File: src/rtl/valve_pump_seq.sv
// valve_pump_seq
//   Peristaltic pump sequencer for a chain of NUM_VALVES series valves. Drives
//   a rotating close pattern (CLOSE_MASK rotated by the step index) onto the
//   valve air_in lines. Each step lasts dwell+1 clocks, and one pump cycle is
//   NUM_VALVES steps. A run lasts pump_count cycles, or runs until stop when
//   pump_count is 0.
//
//   Optional build macro VALVE_PUMP_DEADTIME_EN inserts a one-clock all-closed
//   slot between consecutive steps.
//
// Ports
//   clk          in   rising-edge clock
//   rst          in   asynchronous active-high reset
//   start        in   run request, honoured only in IDLE
//   stop         in   early-termination request, honoured only in RUN
//   dir          in   0 = rotate left (forward), 1 = rotate right; latched on start
//   dwell_cycles in   extra clocks per step; latched on start
//   pump_count   in   cycles to run, 0 = continuous; latched on start
//   air_out      out  valve pattern, bit i drives valve i (1 = closed)
//   phase        out  current step index
//   busy         out  high while running
//   done         out  one-clock completion / stop pulse
module valve_pump_seq #(
  parameter int                    NUM_VALVES = 3,
  parameter logic [NUM_VALVES-1:0] CLOSE_MASK = 3'b011,
  parameter int                    DWELL_W    = 8,
  parameter int                    COUNT_W    = 8,
  parameter int                    PHASE_W    = 2
) (
  input  logic                  clk,
  input  logic                  rst,
  input  logic                  start,
  input  logic                  stop,
  input  logic                  dir,
  input  logic [DWELL_W-1:0]    dwell_cycles,
  input  logic [COUNT_W-1:0]    pump_count,
  output logic [NUM_VALVES-1:0] air_out,
  output logic [PHASE_W-1:0]    phase,
  output logic                  busy,
  output logic                  done
);

  localparam logic [1:0] S_IDLE   = 2'd0;
  localparam logic [1:0] S_RUN    = 2'd1;
  localparam logic [1:0] S_FINISH = 2'd2;

  localparam logic [NUM_VALVES-1:0] ALL_CLOSED = '1;
  localparam logic [PHASE_W-1:0]    LAST_PHASE = PHASE_W'(NUM_VALVES - 1);

  // Rotation within NUM_VALVES bits via a doubled copy of the mask.
  function automatic logic [NUM_VALVES-1:0] rot_pattern(input logic [PHASE_W-1:0] sh,
                                                        input logic rev);
    logic [2*NUM_VALVES-1:0] dbl;
    dbl = {CLOSE_MASK, CLOSE_MASK};
    if (rev) begin
      dbl = dbl >> sh;
      return dbl[NUM_VALVES-1:0];
    end
    dbl = dbl << sh;
    return dbl[2*NUM_VALVES-1:NUM_VALVES];
  endfunction

  logic [1:0]            state_q, state_d;
  logic [PHASE_W-1:0]    phase_q, phase_d;
  logic [DWELL_W-1:0]    dwell_cnt_q, dwell_cnt_d;
  logic [COUNT_W-1:0]    cyc_cnt_q, cyc_cnt_d;
  logic                  stop_q, stop_d;
  logic [NUM_VALVES-1:0] air_q, air_d;
  logic                  busy_q, busy_d;
  logic                  done_q, done_d;
  logic                  dir_q, dir_d;
  logic [DWELL_W-1:0]    dwell_q, dwell_d;
  logic [COUNT_W-1:0]    count_q, count_d;
`ifdef VALVE_PUMP_DEADTIME_EN
  logic                  dead_q, dead_d;
`endif

  logic                  term;
  logic                  wrap;
  logic [PHASE_W-1:0]    next_phase;
  logic [COUNT_W-1:0]    cyc_inc;
  logic                  count_hit;

  always_comb begin
    state_d     = state_q;
    phase_d     = phase_q;
    dwell_cnt_d = dwell_cnt_q;
    cyc_cnt_d   = cyc_cnt_q;
    stop_d      = stop_q;
    air_d       = air_q;
    busy_d      = busy_q;
    done_d      = 1'b0;
    dir_d       = dir_q;
    dwell_d     = dwell_q;
    count_d     = count_q;
`ifdef VALVE_PUMP_DEADTIME_EN
    dead_d      = dead_q;
`endif

    term       = (dwell_cnt_q == dwell_q);
    wrap       = (phase_q == LAST_PHASE);
    next_phase = wrap ? '0 : phase_q + PHASE_W'(1);
    cyc_inc    = cyc_cnt_q + COUNT_W'(1);
    // Continuous mode never hits: the counter just wraps.
    count_hit  = (count_q != '0) && (cyc_inc == count_q);

    case (state_q)
      S_IDLE: begin
        if (start) begin
          state_d     = S_RUN;
          dir_d       = dir;
          dwell_d     = dwell_cycles;
          count_d     = pump_count;
          phase_d     = '0;
          dwell_cnt_d = '0;
          cyc_cnt_d   = '0;
          stop_d      = 1'b0;
          busy_d      = 1'b1;
          air_d       = CLOSE_MASK;
`ifdef VALVE_PUMP_DEADTIME_EN
          dead_d      = 1'b0;
`endif
        end
      end
      S_RUN: begin
        if (stop) stop_d = 1'b1;
`ifdef VALVE_PUMP_DEADTIME_EN
        // Dead slot: phase still shows the outgoing step; load the next one now.
        if (dead_q) begin
          dead_d  = 1'b0;
          phase_d = next_phase;
          air_d   = rot_pattern(next_phase, dir_q);
        end else
`endif
        if (!term) begin
          dwell_cnt_d = dwell_cnt_q + DWELL_W'(1);
        end else begin
          dwell_cnt_d = '0;
          if (wrap) cyc_cnt_d = cyc_inc;
          // A stop seen on the terminal clock itself still ends this step.
          if (stop_q || stop || (wrap && count_hit)) begin
            state_d = S_FINISH;
            air_d   = ALL_CLOSED;
            busy_d  = 1'b0;
            done_d  = 1'b1;
            phase_d = '0;
          end else begin
`ifdef VALVE_PUMP_DEADTIME_EN
            dead_d  = 1'b1;
            air_d   = ALL_CLOSED;
`else
            phase_d = next_phase;
            air_d   = rot_pattern(next_phase, dir_q);
`endif
          end
        end
      end
      S_FINISH: begin
        state_d = S_IDLE;
      end
      default: begin
        state_d = S_IDLE;
        air_d   = ALL_CLOSED;
        busy_d  = 1'b0;
        phase_d = '0;
      end
    endcase
  end

  // Control and output registers
  always_ff @(posedge clk or posedge rst) begin
    if (rst) begin
      state_q     <= S_IDLE;
      phase_q     <= '0;
      dwell_cnt_q <= '0;
      cyc_cnt_q   <= '0;
      stop_q      <= 1'b0;
      air_q       <= ALL_CLOSED;
      busy_q      <= 1'b0;
      done_q      <= 1'b0;
`ifdef VALVE_PUMP_DEADTIME_EN
      dead_q      <= 1'b0;
`endif
    end else begin
      state_q     <= state_d;
      phase_q     <= phase_d;
      dwell_cnt_q <= dwell_cnt_d;
      cyc_cnt_q   <= cyc_cnt_d;
      stop_q      <= stop_d;
      air_q       <= air_d;
      busy_q      <= busy_d;
      done_q      <= done_d;
`ifdef VALVE_PUMP_DEADTIME_EN
      dead_q      <= dead_d;
`endif
    end
  end

  // Run configuration, only meaningful while busy
  always_ff @(posedge clk) begin
    dir_q   <= dir_d;
    dwell_q <= dwell_d;
    count_q <= count_d;
  end

  assign air_out = air_q;
  assign phase   = phase_q;
  assign busy    = busy_q;
  assign done    = done_q;

endmodule

File: config.mk
export PLATFORM = sky130hd
export DESIGN_NAME = valve_pump_seq
export DESIGN_NICKNAME = d
export VERILOG_FILES = /design/src/rtl/valve_pump_seq.sv
export SDC_FILE = /design/constraint.sdc
export NUM_CORES = 1
export LEC_CHECK = 0
export ABC_AREA = 1
export BUFFER_PORTS_ARGS = -buffer_cell sky130_fd_sc_hd__buf_2
export CAP_MARGIN = 20
export CORE_MARGIN = 2
export CORE_UTILIZATION = 57
export CTS_BUF_LIST = sky130_fd_sc_hd__clkbuf_16
export DETAILED_ROUTE_END_ITERATION = 7
export GPL_TIMING_DRIVEN = 0
export PLACE_DENSITY = 0.76
export SYNTH_ARGS = -nofsm -noshare
export SYNTH_HDL_FRONTEND = slang
export SYNTH_SLANG_ARGS = --single-unit
File: constraint.sdc
create_clock -name clk -period 2.9 [get_ports clk]
set_input_delay 0.145 -clock clk [delete_from_list [all_inputs] [get_ports clk]]
set_output_delay 0.145 -clock clk [all_outputs]
set_load 0.05 [all_outputs]
* Word level (Yosys, flattened, before mapping) *
Cells that the tools add are included.

operators by class
  add/subtract/negate cells = 3
  equal/unequal tests = 10
  shifts and indexed selects = 2
  muxes and demuxes = 39
  bitwise gates (word level) = 1
  reduce and logical (&&, ||, !) cells = 14

operator list
  cell                   count
  $mux W8                4
  $pmux W8 S2            2
  $mux W6                4
  $add A8 B1 Y8 const B  2
  $eq A8 B8 Y1           2
  $mux W3                5
  $mux W2                7
  $mux W1                12
  $ne A2 B2 Y1 const B   5
  $pmux W3 S3            1
  $reduce_and A3 Y1      3
  $reduce_and A4 Y1      2
  $reduce_bool A8 Y1     1
  $pmux W2 S3            1
  $shl A6 B2 Y6          1
  $shr A5 B2 Y6 const A  1
  $eq A2 B2 Y1 const B   2
  $pmux W2 S2            1
  $reduce_and A2 Y1      2
  $pmux W1 S3            1
  $add A2 B1 Y2 const B  1
  $eq A2 B1 Y1 const B   1
  $logic_and A1 B1 Y1    2
  $logic_not A2 Y1       1
  other kinds (4)        5

word-level totals
  flip-flop bits (word level) = 43
  input port bits = 21
  output and inout bits = 7
  logic and storage cells = 80

* Depth between registers and ports, before layout *
  word-level depth = 13
  mapped depth = 15
  gate-level depth less buffers = 15

* Worst setup path before layout *
No wires, ideal clock.

  path type = reg2reg
  from = register state_q[1]
  to = register count_q[0], enable pin
  library setup time = 0.416 ns
  data arrival time = 1.784 ns
  required time = 2.484 ns
  setup slack = 0.701 ns
  stages on the path, launching flop included = 2
  path buffers = 0
  period minus slack after synthesis = 2.199 ns
  cell sequence = dfrtp_1 nor3_1

on the way
  word-level cells in the longest chain between the ends = 2

RTL lines
  element                      line  RTL
  from (decl)                  63    logic [1:0] state_q, state_d;
  from (signal assigned)       185   state_q <= state_d;
  $logic_not A2 Y1             107   case (state_q)
  $reduce_and A2 Y1 (no line)  -
  to (signal assigned)         203   count_q <= count_d;
  to (decl)                    73    logic [COUNT_W-1:0] count_q, count_d;

Every way passes these cells.
A chain may end at the register's enable or synchronous reset.

* Worst setup path after layout *
  from = register dwell_cnt_q[3]
  to = register cyc_cnt_q[3]

on the way
  word-level cells in the longest chain between the ends = 3

RTL lines
  element                      line  RTL
  from (decl)                  65    logic [DWELL_W-1:0] dwell_cnt_q, dwell_cnt_d;
  from (signal assigned)       187   dwell_cnt_q <= dwell_cnt_d;
  $eq A8 B8 Y1                 100   term = (dwell_cnt_q == dwell_q);
  $ne A2 B2 Y1 (no line)       -
  $reduce_and A4 Y1 (no line)  -
  to (signal assigned)         188   cyc_cnt_q <= cyc_cnt_d;
  to (decl)                    66    logic [COUNT_W-1:0] cyc_cnt_q, cyc_cnt_d;

Every way passes these cells.

==> results.txt <==
Syn Nets: 254
Cts repair resizes: 0
CP max FO: 9
Initial antenna violation count: 0
Clk network pwr share: 0.219
Outcome: completed
Maximum clock insertion buffer count: 2
Register area: 1160 um^2
Setup_tns: 0 ns
Synth Instances: 231
Setup bufs post-CTS: 0
Die width: 66.2 um
Worst min path class: in2reg
RSZ-0062 raised after global routing: false
Clk_lat worst skew: 0.28 ns
Final period utilization: 0.664
Startpoint types: flop
Pin count of the biggest net entering global routing: 27
Critical Path AT: 2.12 ns
Rows: 22
Number of global-route vias before repair: 1580
Cts bufs inserted: 5
Sequential power share: 0.400
GRT Util Overall: 0.217
CTS Sinks: 43
Share of cells above drive strength 1: 0.249
Post-DP Area: 2420 um^2
Top cells by area, synth: dfrtp_1 (26%), edfxtp_1 (23%), nand2_1 (8.0%)
P_int: 1.46 mW
Most used DFF post-synth: dfrtp_1
Die height: 66.2 um
Ys Warns: 0
Max Freq: 0.519 GHz
Largest stage delay on the critical path: 0.44 ns
1st-iter DRT viols: 72
Port-buffer cells: 27
Switch Pwr: 0.944 mW
CTS root buf: clkbuf_16
Starting Density: 0.598
Switching Fraction: 0.393
Max-cap violations: 0
WP data required: 3.10 ns
Layout Nets: 291
Max-slew headroom: 0.676
CTS tree: done
Routed len/inst: 12.5 um
Final worst path period need: 1.93 ns
Via count: 1643
Async SR Flop Fraction: 0.605
Yosys reg bits: 43
Ant diodes: 0
Post-synth EDFFs: 17
Die ar.: 4380 um^2
Max VDD drop: 0.000508 V
Crit Path Class: reg2reg
Iteration count of the initial detailed-routing pass: 4
Area of the core: 3690 um^2
Leading area contributor after synthesis: dfrtp_1
Vias per inst: 5.18
Pleak: 1.16 nW
Pwr Density: 927 nW/um^2
Clock slew at the register clock pins of the worst setup and hold paths: 0.06 ns
Syn avg cell area: 9.55 um^2
Mapped Area: 2210 um^2
First-pass GRT wire length: 6.96 mm
Hold Vio Cnt, Final: 0
Final slew viol count: 0
Worst-Margin Slew: 0.483 ns
Post-Route WL: 3.96 mm
Post-DP HPWL: 2.81 mm
FILL cells: 290
Critical Path End Type: flop
Cell breakdown of the critical path: xnor2_1 > nand2_1 > nor2_1 > nand2_2 > nand2_4 > nand3_4 > a21oi_4 > nand2_2 > o22ai_1
Area delta synth->final: 17.5%
Register area share after synthesis: 0.528
RD Place Congestion: 0.853
Synth top area share: 0.261
Clock skew: 0.00756 ns
Io pins: 28
DR DRC count: 0
CP dominant cell by count: nand2_2
Most repeated cell in the gate-level netlist after synthesis: nand2_1
Final ANT Viol Nets: 0
Synth cell count leaders: nand2_1 (47), inv_1 (28), nor2_1 (25), dfrtp_1 (23), edfxtp_1 (17)
Final Cell Area: 2590 um^2
Comb power frac: 0.380
Area of the multi-input gates: 928 um^2
H-tree depth: 2
Count of cell types in the netlist: 34
Setup Viol. Count Final: 0
Slowest-stage cell, CP: dfrtp_1
Remaining global-route overflow: 0
Final Util: 0.703
metal layers:
metal  up-vias  share of wire  wire (um)  global-route usage
li1        844              -          -                   -
met2        35           0.47       1850               0.351
met5         -              0          0                   0
met3         8          0.037        148              0.0562
met4         0          0.019         74              0.0969
met1       756           0.48       1890               0.273
cells by family (layout without fill, tap and decap cells):
group | Yosys count | in the layout | share of synthesized area
flip-flops | 43 | 43 | 0.528
AO/OA/AOI/OAI | 23 | 23 | 0.0760
multiplexers | 3 | 3 | 0.0147
AND/OR/NAND/NOR | 118 | 118 | 0.273
buffers and inverters | 31 | 69 | 0.0533
adder cells (fa/ha/maj) | 2 | 2 | 0.0113
XOR/XNOR | 11 | 11 | 0.0437
final timing paths:
| path | end | slack, ns | cells past startpoint | start |
|---|---|---|---|---|
| worst min register to register | air_out[1] | 0.46 | 2 | air_out[1] |
| worst max-delay path | cyc_cnt_q[3] | 0.97 | 9 | dwell_cnt_q[3] |
| max in group asynchronous | air_out[0] | 2.00 | 4 | rst |
| worst max register to register | cyc_cnt_q[3] | 0.97 | 9 | dwell_cnt_q[3] |
| worst min-delay path | count_q[3] | 0.04 | 1 | pump_count[3] |
| min in group asynchronous | done | 0.39 | 3 | rst |
metrics by stage:
step | hold slack [ns] | setup slack, ns | power [mW] | cells
6_report | 0.0352 | 0.974 | 2.40 | 317
5_1_grt | 0.0268 | 0.765 | 2.59 | 317
4_1_cts | 0.0311 | 0.971 | 2.41 | 315
3_5_place_dp | 0.323 | 0.985 | 1.87 | 307
3_3_place_gp | 0.321 | 0.190 | 1.85 | 306
2_1_floorplan | 0.183 | 0.701 | 1.69 | 231
critical path, delay by kind of cell, from the launching register on:
family	cells	cell delay (ns)
DFF	1	0.44
and+or+nand+nor	6	0.74
AOI/OAI and AO/OA	2	0.47
xor gates and xnor gates	1	0.19
cells in the final DEF (no fill, tap or decap), drive strengths merged:
master / instances
xnor2: 8
o21ai: 4
nor4: 1
a21oi: 7
nand3: 16
dfstp: 3
inv: 31
nor2: 30
mux2i: 1
a2bb2oi: 1
buf: 30
nand3b: 4
nand4: 6
dlygate4sd3: 1
mux2: 2
o22ai: 9
ha: 2
and2: 1
nor3: 5
nand2: 55
a32o: 1
clkbuf: 5
edfxtp: 17
clkinv: 2
a221oi: 1
dfrtp: 23
xor2: 3
final cells by class:
type,instances,area share
Tap cell,48,0.0232
Multi-Input combinational cell,157,0.358
Clock inverter,3,0.00483
Inverter,30,0.0434
Timing Repair Buffer,30,0.0709
Sequential cell,43,0.449
Buffer,1,0.00193
Clock buffer,5,0.0483
flip-flops by register name (all words and copies together), names as in the netlist:
| register | count |
|---|---|
| dir_q | 1 |
| stop_q | 1 |
| dwell_q | 8 |
| busy | 1 |
| state_q | 2 |
| phase | 2 |
| done | 1 |
| dwell_cnt_q | 8 |
| cyc_cnt_q | 8 |
| count_q | 8 |
| air_out | 3 |
power by group through the flow:
stage               Combinational, mW  Sequential, mW  Clock, mW
floorplan                       0.660            1.03          0
global placement                0.877           0.968          0
detailed placement              0.905           0.969          0
CTS                             0.915           0.961      0.537
global route                     1.05           0.989      0.555
finish                          0.914           0.962      0.527
what timing repair did:
item,in CTS,in global routing
hold buffers,0,1
setup endpoints to repair,0,0
endpoints found under the hold margin,0,7
No activity file was read; power rests on OpenSTA's default activity.
